===== src/rtl/timing_pkg.sv =====
// Shared codes for the 4004 instruction-cycle timing sequencer: subcycle and
// phase-slot encodings plus the hold FSM state type.
package timing_pkg;

  localparam int NUM_SUBCYCLES = 8;

  localparam logic [2:0] SC_A1 = 3'd0;
  localparam logic [2:0] SC_A2 = 3'd1;
  localparam logic [2:0] SC_A3 = 3'd2;
  localparam logic [2:0] SC_M1 = 3'd3;
  localparam logic [2:0] SC_M2 = 3'd4;
  localparam logic [2:0] SC_X1 = 3'd5;
  localparam logic [2:0] SC_X2 = 3'd6;
  localparam logic [2:0] SC_X3 = 3'd7;

  typedef enum logic [1:0] {
    SLOT_CLK1 = 2'd0,
    SLOT_GAP1 = 2'd1,
    SLOT_CLK2 = 2'd2,
    SLOT_GAP2 = 2'd3
  } slot_t;

  typedef enum logic {
    ST_RUN  = 1'b0,
    ST_HELD = 1'b1
  } hold_state_t;

endpackage


===== src/rtl/timing_sequencer_if.sv =====
// Debug handshake and timing outputs of the sequencer, bundled for the boards
// that consume them.
interface timing_sequencer_if;
  logic       hold;
  logic       step;
  logic       held;
  logic       clk1;
  logic       clk2;
  logic       sync;
  logic       a12, a22, a32, m12, m22, x12, x22, x32;
  logic       x21_clk2;
  logic       x31_clk2;
  logic [2:0] subcycle;

  modport master (
    output hold, step,
    input  held, clk1, clk2, sync,
    input  a12, a22, a32, m12, m22, x12, x22, x32,
    input  x21_clk2, x31_clk2, subcycle
  );

  modport slave (
    input  hold, step,
    output held, clk1, clk2, sync,
    output a12, a22, a32, m12, m22, x12, x22, x32,
    output x21_clk2, x31_clk2, subcycle
  );
endinterface


===== src/rtl/phase_divider.sv =====
// Divides sysclk into the four phase slots of a subcycle; each slot lasts
// PHASE_LEN sysclk. Freezes in place while enable is low.
module phase_divider
  import timing_pkg::*;
#(
  parameter int PHASE_LEN = 2
) (
  input  logic  sysclk,
  input  logic  poc,
  input  logic  enable,
  output slot_t slot,
  output logic  slot_last,
  output logic  sub_tick
);

  logic [3:0] slot_cnt;

  assign slot_last = (slot_cnt == 4'(PHASE_LEN - 1));
  assign sub_tick  = enable && slot_last && (slot == SLOT_GAP2);

  // NOTE: sequential state uses non-blocking assignments so every register
  // samples the pre-edge values regardless of statement order.
  always_ff @(posedge sysclk) begin
    if (poc) begin
      slot_cnt <= '0;
      slot     <= SLOT_CLK1;
    end else if (enable) begin
      if (slot_last) begin
        slot_cnt <= '0;
        slot     <= slot_t'(2'(slot + 2'd1));
      end else begin
        slot_cnt <= slot_cnt + 4'd1;
      end
    end
  end

endmodule


===== src/rtl/timing_sequencer.sv =====
// 4004 instruction-cycle timing: subcycle counter, hold/step debug FSM and the
// registered strobe, clock-window, gate and SYNC outputs.
module timing_sequencer
  import timing_pkg::*;
#(
  parameter int PHASE_LEN = 2
) (
  input  logic               sysclk,
  input  logic               poc,
  timing_sequencer_if.slave  bus
);

  hold_state_t state;
  logic        step_pending;
  logic [2:0]  sub;
  slot_t       slot;
  logic        slot_last;
  logic        sub_tick;
  logic [NUM_SUBCYCLES-1:0] strobe;

  logic run;
  logic cycle_end;

  assign run       = (state == ST_RUN);
  assign cycle_end = sub_tick && (sub == SC_X3);

  phase_divider #(.PHASE_LEN(PHASE_LEN)) u_div (
    .sysclk    (sysclk),
    .poc       (poc),
    .enable    (run),
    .slot      (slot),
    .slot_last (slot_last),
    .sub_tick  (sub_tick)
  );

  // Outputs decode the counter state one sysclk late; while HELD they are
  // forced quiet, so the held A1 slot 0 never shows clk1.
  always_ff @(posedge sysclk) begin
    if (poc) begin
      state        <= ST_RUN;
      step_pending <= 1'b0;
      sub          <= SC_A1;
      strobe       <= '0;
      bus.held     <= 1'b0;
      bus.clk1     <= 1'b0;
      bus.clk2     <= 1'b0;
      bus.sync     <= 1'b0;
      bus.x21_clk2 <= 1'b1;
      bus.x31_clk2 <= 1'b1;
      bus.subcycle <= SC_A1;
    end else begin
      if (sub_tick) sub <= sub + 3'd1;

      case (state)
        ST_RUN: begin
          step_pending <= 1'b0;
          if (cycle_end && bus.hold) state <= ST_HELD;
        end
        ST_HELD: begin
          if (step_pending || !bus.hold) begin
            state        <= ST_RUN;
            step_pending <= 1'b0;
          end else begin
            step_pending <= bus.step;
          end
        end
        default: state <= ST_RUN;
      endcase

      strobe       <= (run && slot == SLOT_CLK2 && slot_last) ? (8'b1 << sub) : '0;
      bus.held     <= !run;
      bus.clk1     <= run && (slot == SLOT_CLK1);
      bus.clk2     <= run && (slot == SLOT_CLK2);
      bus.sync     <= run && (sub == SC_X3);
      bus.x21_clk2 <= !(run && sub == SC_X2 && slot == SLOT_CLK2);
      bus.x31_clk2 <= !(run && sub == SC_X3 && slot == SLOT_CLK2);
      bus.subcycle <= sub;
    end
  end

  assign bus.a12 = strobe[SC_A1];
  assign bus.a22 = strobe[SC_A2];
  assign bus.a32 = strobe[SC_A3];
  assign bus.m12 = strobe[SC_M1];
  assign bus.m22 = strobe[SC_M2];
  assign bus.x12 = strobe[SC_X1];
  assign bus.x22 = strobe[SC_X2];
  assign bus.x32 = strobe[SC_X3];

endmodule

===== src/flat_wrapper.sv =====
// flat-port wrapper written by rule: the top's interface ports become plain ports
module timing_sequencer_flat import timing_pkg::*;
#(
  parameter int PHASE_LEN = 2
)
  (sysclk, poc, bus_hold, bus_step, bus_held, bus_clk1, bus_clk2, bus_sync, bus_a12, bus_a22, bus_a32, bus_m12, bus_m22, bus_x12, bus_x22, bus_x32, bus_x21_clk2, bus_x31_clk2, bus_subcycle);
  timing_sequencer_if bus_i ();
  input  logic sysclk;
  input  logic poc;
  input wire logic [$bits(bus_i.hold)-1:0] bus_hold;
  input wire logic [$bits(bus_i.step)-1:0] bus_step;
  output wire logic [$bits(bus_i.held)-1:0] bus_held;
  output wire logic [$bits(bus_i.clk1)-1:0] bus_clk1;
  output wire logic [$bits(bus_i.clk2)-1:0] bus_clk2;
  output wire logic [$bits(bus_i.sync)-1:0] bus_sync;
  output wire logic [$bits(bus_i.a12)-1:0] bus_a12;
  output wire logic [$bits(bus_i.a22)-1:0] bus_a22;
  output wire logic [$bits(bus_i.a32)-1:0] bus_a32;
  output wire logic [$bits(bus_i.m12)-1:0] bus_m12;
  output wire logic [$bits(bus_i.m22)-1:0] bus_m22;
  output wire logic [$bits(bus_i.x12)-1:0] bus_x12;
  output wire logic [$bits(bus_i.x22)-1:0] bus_x22;
  output wire logic [$bits(bus_i.x32)-1:0] bus_x32;
  output wire logic [$bits(bus_i.x21_clk2)-1:0] bus_x21_clk2;
  output wire logic [$bits(bus_i.x31_clk2)-1:0] bus_x31_clk2;
  output wire logic [$bits(bus_i.subcycle)-1:0] bus_subcycle;
  assign bus_i.hold = bus_hold;
  assign bus_i.step = bus_step;
  assign bus_held = bus_i.held;
  assign bus_clk1 = bus_i.clk1;
  assign bus_clk2 = bus_i.clk2;
  assign bus_sync = bus_i.sync;
  assign bus_a12 = bus_i.a12;
  assign bus_a22 = bus_i.a22;
  assign bus_a32 = bus_i.a32;
  assign bus_m12 = bus_i.m12;
  assign bus_m22 = bus_i.m22;
  assign bus_x12 = bus_i.x12;
  assign bus_x22 = bus_i.x22;
  assign bus_x32 = bus_i.x32;
  assign bus_x21_clk2 = bus_i.x21_clk2;
  assign bus_x31_clk2 = bus_i.x31_clk2;
  assign bus_subcycle = bus_i.subcycle;
  timing_sequencer #(.PHASE_LEN(PHASE_LEN)) u_core (.sysclk(sysclk), .poc(poc), .bus(bus_i));
endmodule

===== config.mk =====
export PLATFORM = sky130hd
export DESIGN_NAME = timing_sequencer_flat
export DESIGN_NICKNAME = d
export VERILOG_FILES = /design/src/rtl/timing_pkg.sv /design/src/rtl/timing_sequencer_if.sv /design/src/rtl/phase_divider.sv /design/src/rtl/timing_sequencer.sv /design/src/flat_wrapper.sv
export SDC_FILE = /design/constraint.sdc
export NUM_CORES = 1
export LEC_CHECK = 0
export CORE_MARGIN = 3
export CORE_UTILIZATION = 49
export CTS_BUF_LIST = sky130_fd_sc_hd__clkbuf_8
export DETAILED_ROUTE_END_ITERATION = 10
export PLACE_DENSITY = 0.77
export RECOVER_POWER = 50
export SLEW_MARGIN = 5
export SYNTH_ARGS = -nofsm -noshare
export SYNTH_HDL_FRONTEND = slang
export SYNTH_HIERARCHICAL = 1
export SYNTH_SLANG_ARGS = --single-unit

===== constraint.sdc =====
create_clock -name sysclk -period 1.8 [get_ports sysclk]
set_input_delay 0.36 -clock sysclk [delete_from_list [all_inputs] [get_ports sysclk]]
set_output_delay 0.36 -clock sysclk [all_outputs]
set_load 0.05 [all_outputs]

* Word-level counts from Yosys, hierarchy flattened
Cells that the tools add are included.
Storage, ports and cells: flip-flop bits (word level) 28, output and inout port bits 17
Cells by class: reductions and logical operators 18, add/subtract/negate cells 3, bitwise logic cells 2, shift-type cells 1, muxes and demuxes 6, equal/unequal tests 5
Operator list (count):
- $logic_and 1x1->1 | 11
- $shl 1x3->8 const A | 1
- $eq 3x3->1 const B | 2
- $add 4x1->4 const B | 1
- $eq 2x2->1 const B | 2
- $eq 4x1->1 const B | 1
- $mux 4 | 1
- $pmux 1 s2 | 2
- $add 3x1->3 const B | 1
- $logic_not 1->1 | 3
- $mux 1 | 3
- $add 2x1->2 const B | 1
- $logic_not 2->1 | 1
- $not 1->1 | 2
- $reduce_and 2->1 | 1
- $reduce_or 2->1 | 1
- $logic_or 1x1->1 | 1

* Longest topological paths before layout
Gate-level depths: netlist (run 1).
word-level depth 7, mapped depth 6

* Cells and area by module
The synthesis (run 1) kept the hierarchy.
Modules (own cells, without submodules):
- timing_sequencer | instances 1, sequential area each 440.4 um^2, area each 749.5 um^2, cells each 65
- phase_divider | instances 1, sequential area each 120.1 um^2, area each 295.3 um^2, cells each 29

* Worst setup path before layout (run 1)
No wires, ideal clock.
kind reg2reg, from reg u_core.state, to reg u_core.sub[1], required time 1683 ps, slack 427 ps, cell stages (with the launch flop) 7, period minus slack after synthesis 1373 ps, library setup time 117 ps, arrival time 1256 ps, cells stage by stage dfxtp_1 inv_1 nand2_2 nor4_4 and2_2 mux2i_1 nor2_1
Between the ends: word-level cells in the longest chain between the ends 3
RTL lines:
- from (decl) | line timing_sequencer.sv:13 | hold_state_t state;
- from (signal assigned) | line timing_sequencer.sv:40 | state <= ST_RUN;
- from (signal assigned) | line timing_sequencer.sv:57 | if (cycle_end && bus.hold) state <= ST_HELD;
- from (signal assigned) | line timing_sequencer.sv:61 | state <= ST_RUN;
- $not 1->1 | line timing_sequencer.sv:24 | assign run = (state == ST_RUN);
- named net u_core.run | line timing_sequencer.sv:21 | logic run;
- $logic_and 1x1->1 (2 in series) | line phase_divider.sv:19 | assign sub_tick = enable && slot_last && (slot == SLOT_GAP2);
- named net u_core.sub_tick | line timing_sequencer.sv:18 | logic sub_tick;
- to (signal assigned) | line timing_sequencer.sv:52 | if (sub_tick) sub <= sub + 3'd1;
- to (decl) | line timing_sequencer.sv:15 | logic [2:0] sub;
The timed path passes the listed nets, and every way through them passes these cells. A chain may end at the register's enable or synchronous reset.

* Final worst setup path (run 1)
from reg u_core.strobe[7], to out bus_x32
RTL lines:
- from (decl) | line timing_sequencer.sv:19 | logic [NUM_SUBCYCLES-1:0] strobe;
- from (signal assigned) | line timing_sequencer.sv:70 | strobe <= (run && slot == SLOT_CLK2 && slot_last) ? (8'b1 << sub) : '0;
- to (decl) | line flat_wrapper.sv:23 | output wire logic [$bits(bus_i.x32)-1:0] bus_x32;
No word-level cell between the ends.

==> results of run 1 <==
[cells in the final DEF, fill, tap and decap left out, drive strengths merged, types with 3 or more instances in the layout]
| cell | synthesis | layout |
|---|---|---|
| nor2b | 3 | 3 |
| nor2 | 12 | 12 |
| mux2i | 3 | 3 |
| inv | 4 | 4 |
| clkdlybuf4s50 | 0 | 11 |
| clkbuf | 1 | 14 |
| nand2b | 4 | 4 |
| dfxtp | 28 | 28 |
| and2 | 3 | 3 |
| ha | 6 | 6 |
| and3 | 8 | 8 |
[power groups by stage]
stage / clock network [uW] / registers, uW / logic (uW)
finish: 363 / 637 / 69.2
global route: 401 / 638 / 75.8
CTS: 378 / 637 / 73.1
detailed placement: 0 / 651 / 73.0
global placement: 0 / 651 / 71.4
floorplan: 0 / 663 / 34.6
[final cells by class]
| class | instances | area (sq um) | share of cell area (%) |
|---|---|---|---|
| inverters | 4 | 15.0 | 1.17 |
| multi-input cells | 60 | 460 | 35.8 |
| well taps | 27 | 33.8 | 2.62 |
| flip-flops and latches | 28 | 561 | 43.5 |
| repair buffers | 23 | 163 | 12.6 |
| clock buffers | 4 | 55.1 | 4.28 |
[worst max path at each step]
stage | endpoint | depth (start not counted) | startpoint | slack (ns)
after detailed placement | u_core/step_pending$_SDFF_PP0_ | 4 | poc | 0.21
after CTS | bus_x22 | 1 | u_core/strobe[6]$_SDFF_PP0_ | 0.04
final | bus_x32 | 1 | u_core/strobe[7]$_SDFF_PP0_ | 0.06
after global placement | u_core/strobe[5]$_SDFF_PP0_ | 3 | poc | 0.27
after global routing | bus_x32 | 1 | u_core/strobe[7]$_SDFF_PP0_ | 0.02
after floorplan | u_core/sub[1]$_SDFFE_PP0P_ | 6 | u_core/state$_SDFF_PP0_ | 0.43
[cells by family after synthesis]
group,count (synthesis),synth area share [%]
buffers and inverters,6,2.27
AND/OR/NAND/NOR,44,27.9
AO/OA/AOI/OAI,2,1.32
flip-flops,28,53.7
adder cells (fa/ha/maj),6,7.19
XOR/XNOR,4,3.35
multiplexers,4,4.31
[routing by layer]
metal  vias to the layer above  global-route usage (%)
li1                        364                       -
met1                       324                    18.3
met2                        12                    21.3
met5                         -                       0
met4                         0                    7.66
met3                         2                    2.56
[sequential cells by signal, summed over array words and instances (netlist names)]
register               flops
u_core/state               1
u_core/u_div/slot_cnt      4
u_core/sub                 3
u_core/bus.clk1            1
u_core/strobe              8
u_core/bus.subcycle        3
u_core/bus.sync            1
u_core/bus.held            1
u_core/u_div/slot          2
u_core/bus.x31_clk2        1
u_core/bus.x21_clk2        1
u_core/bus.clk2            1
u_core/step_pending        1
[through the flow]
step	hold slack, ns	cell area, sq um	cells	utilization, %
2_1_floorplan	0.422	1040	94	-
3_3_place_gp	0.465	1270	142	64.1
3_5_place_dp	0.473	1270	142	64.1
4_1_cts	0.487	1330	146	66.9
5_1_grt	0.505	1290	146	65.0
6_report	0.490	1290	146	65.0
[synthesized netlist by cell type, drive strengths merged]
master  count
mux2i       3
and4bb      1
a21oi       2
nor2b       3
nand4       2
nor3        1
and3        8
ha          6
nor4b       2
and2        3
nor4        2
nand3       2
buf         1
nand2b      4
dfxtp      28
nand3b      1
xnor2       2
nand2       2
mux2        1
inv         4
clkbuf      1
nor2       12
xor2        2
or3         1
==> out/metrics.yaml, run 1 <==
path_max_fanout: 1
cts_resized: 0
wirelength_met1_um: 804
end_kind: "primary output"
worst-setup-path-type: "flop to primary output"
post_cts_buffers: 0
outcome: "complete, no violations"
worstSetupStartpointType: "flop"
relSlewSlack_pct: 57.4
postRouteAntennaNets: 0
timing.setup.tns_ns: 0
hold_class: "flop to flop"
yosys_warnings: 6
rsz0062_at_grt: "false"
r2r-end: "u_core/strobe[3]$_SDFF_PP0_"
synthCells: 94
fmax_ghz: 0.574
die_area_sq_um: 2720
holdPathStages: 1
overflow: 0
antenna_found_initial: 0
p_int_uw: 853
dieWidth_um: 52.2
clk_latency_ns: 0.26
num_io_pins: 21
cts_sinks: 28
cpMaxStageDelayCell: "clkdlybuf4s50_1"
cts-hold-fix-buffers: 0
num_vias: 702
port_buffers: 20
ys_ff_latch: 28
avgSynthCellArea_sq_um: 11.1
crit_required_ns: 1.44
finalPower_uw: 1070
synth_top_area_cell: "dfxtp_1"
wl_met3_um: 57
met2_length_um: 805
yosysTopAreaCellShare_pct: 53.7
clkPwrFrac_pct: 33.9
worst_ep_arrival_time_ns: 1.38
post-route-min-period_ns: 1.74
core_sq_um: 1980
seqPwrFrac_pct: 59.6
period_share_pct: 96.7
highest_layer: "met4"
wl_per_cell_um: 11.6
setup_viol: 0
root_buffer: "clkbuf_8"
r2r_cells: 3
cp_top_family: "buffers and inverters"
hpwl_um: 1240
p_switching_uw: 216
grt_pass1_wl_um: 2730
cts.path.max_buffers: 2
dr.first_iter.drc_count: 5
cellPowerDensity_nw_per_um2: 830
row_count: 16
ys_types: 31
maxCapViolCount: 0
area.growth.synth_to_final_pct: 23.2
leakagePower_uw: 0.000519
grt_start_max_net_pins: 16
firstDrtPassIters: 2
r2r_setup_slack_ns: 0.33
r2r-start: "u_core/u_div/slot_cnt[1]$_SDFFE_PP0P_"
place_congestion: 0.755
syn_nets: 104
hp-start: "u_core/u_div/slot[1]$_SDFFE_PP0P_"
p_sw_share_pct: 20.2
finalHoldViolCount: 0
yosysSeqAreaShare_pct: 53.7
routed_wl_um: 1690
clk_pin_slew_worst_paths_ns: 0.09
first_global_vias: 596
max_stage_delay_ns: 0.79
cts-buffers-inserted: 3
worst_hold_path.endpoint: "u_core/bus.clk1$_SDFF_PP0_"
crit_path_cell_trace: "clkdlybuf4s50_1"
pwr-share-comb_pct: 6.5
syn_area_sq_um: 1040
nets: 130
setup_slack_ns: 0.0588
pre_cts_ws_ns: 0.208
tritoncts: "done"
die_h_um: 52.2
drc: 0
synth_area_leaders: "dfxtp_1, ha_1, nor2_1, and3_1, mux2i_1"
crit_buf_inv: 1
num-fill-cells: 163
clock_skew_ns: 0.00501
ir_worst_vdd_v: 0.000486
grt_usage_pct: 13.9
drive_gt1_share_pct: 13.4
viasPerCell: 4.81
diodes: 0
worstMarginPinSlew_ns: 0.639
slew_viol_final: 0
initial_core_util_pct: 52.7
h-tree-depth: 1
(Power assumes the default switching activity.)
==> inputs of run 2 (changes only) <==
- PLACE_DENSITY: 0.77 -> 0.79
==> run 2 against run 1 <==
Against the previous run: hold slack got worse by 0.00092 ns; die area unchanged; total power increased by 11%; flip-flop and latch count unchanged; sequential share of layout area decreased by 0.67 points; sequential power about the same; combinational power decreased by 1%; clock power increased by 31%; clock-buffer cell count decreased by 1; worst setup slack got worse by 0.0020 ns; maximum frequency decreased by 0.11%; largest power group unchanged; highest routed layer unchanged.
==> out/metrics.yaml, run 2 (synthesis gave the netlist of run 1 again) <==
outcome: "complete, no violations"
seqPwrFrac_pct: 53.9
clkPwrFrac_pct: 40.3
grt_start_max_net_pins: 17
seqCellArea_sq_um: 561
rsz0062_at_grt: "false"
crit_path_cell_trace: "clkdlybuf4s50_1"
h-tree-depth: 1
path_max_fanout: 1
p_sw_share_pct: 19.2
drc: 0
top_register: "u_core/strobe"
dr.first_iter.drc_count: 8
ir_worst_vdd_v: 0.000583
row_count: 16
place_congestion: 0.720
tritoncts: "done"
worstSetupStartpoint: "u_core/strobe[7]$_SDFF_PP0_"
postRouteAntennaNets: 0
overflow: 0
crit_required_ns: 1.44
grt_pass1_wl_um: 2820
initial_core_util_pct: 52.7
finalHoldViolCount: 0
viasPerCell: 4.62
dieWidth_um: 52.2
cts_resized: 0
fmax_ghz: 0.574
end_kind: "primary output"
wl_per_cell_um: 11.1
cts_sinks: 28
post_cts_buffers: 0
post-route-min-period_ns: 1.74
num_io_pins: 21
clk_latency_ns: 0.27
first_global_vias: 627
hpwl_um: 1210
dp_cells: 143
crit_buf_inv: 1
p_switching_uw: 226
mostFrequentLayoutCells: "dfxtp_1, nor2_1, clkbuf_1"
mostFrequentLayoutCell: "dfxtp_1"
hold_class: "flop to flop"
period_share_pct: 96.8
cpMaxStageDelayCell: "clkdlybuf4s50_1"
worstSetupStartpointType: "flop"
clock_skew_ns: 0.00362
worst-setup-path-type: "flop to primary output"
pwr-share-comb_pct: 5.8
routed_wl_um: 1630
holdWs_ns: 0.489
root_buffer: "clkbuf_8"
drive_gt1_share_pct: 13.3
hp-start: "u_core/u_div/slot[1]$_SDFFE_PP0P_"
multi_input_comb_area_sq_um: 460
firstDrtPassIters: 6
final_core_util_pct: 66.0
cellPowerDensity_nw_per_um2: 904
timing.setup.tns_ns: 0
leakagePower_uw: 0.000527
nets: 131
cts-buffers-inserted: 3
setup_viol: 0
cp_top_family: "buffers and inverters"
finalPower_uw: 1180
relSlewSlack_pct: 60.2
r2r-start: "u_core/u_div/slot_cnt[1]$_SDFFE_PP0P_"
cts.path.max_buffers: 2
port_buffers: 20
die_h_um: 52.2
max_stage_delay_ns: 0.79
layout.cells.non_filler: 147
cts-hold-fix-buffers: 0
slew_viol_final: 0
maxCapViolCount: 0
worst_ep_arrival_time_ns: 1.38
worstMarginPinSlew_ns: 0.599
core_sq_um: 1980
area.growth.synth_to_final_pct: 25.1
num-fill-cells: 173
antenna_found_initial: 0
grt_usage_pct: 14.6
clk_pin_slew_worst_paths_ns: 0.09
die_area_sq_um: 2720
largest_register_ffs: 8
p_int_uw: 955
num_vias: 679
largestRegisters: "u_core/strobe: 8 flops, u_core/u_div/slot_cnt: 4 flops"
diodes: 0
[run 2: cell types whose count changed in the layout (fill, tap and decap cells not counted)]
| cell | change |
|---|---|
| bufinv_16 | +1 |
| clkbuf_1 | +1 |
| clkbuf_8 | -1 |
| clkdlybuf4s50_1 | -1 |
| dlygate4sd3_1 | +1 |
[run 2: final timing paths]
check | cells past startpoint | slack [ns] | end
hold reg to reg | 1 | 0.49 | u_core/bus.clk1$_SDFF_PP0_
hold / removal | 1 | 0.49 | u_core/bus.clk1$_SDFF_PP0_
setup reg to reg | 3 | 0.40 | u_core/strobe[2]$_SDFF_PP0_
setup / recovery | 1 | 0.06 | bus_x32
[run 2: metal layers]
layer  wire length (um)  vias to the layer above  track usage (%)
li1                   -                      363                -
met1                839                      302             19.2
met2                688                       12             20.9
met3                 74                        2             3.42
met4                 23                        0             10.2
met5                  0                        -                0
[run 2: power by group through the flow]
stage | Combinational [uW] | Clock [uW] | Sequential [uW]
finish | 68.5 | 476 | 637
CTS | 74.1 | 496 | 637
detailed placement | 74.1 | 0 | 651
floorplan | 34.6 | 0 | 663
global route | 75.1 | 524 | 639
global placement | 72.6 | 0 | 651
[run 2: layout make-up]
type,count,area share [%]
clock buffer,3,3.16
clock inverter,1,2.30
inverter,4,1.15
multi-input combinational,60,35.2
sequential,28,42.9
tap,27,2.58
timing repair buffer,24,12.7
[run 2: stage by stage]
step | setup WS (ns) | cell area, sq um
finish | 0.0568 | 1310
global route | 0.00697 | 1310
CTS | 0.0382 | 1350
detailed placement | 0.176 | 1280
global placement | 0.207 | 1280
floorplan | 0.427 | 1040
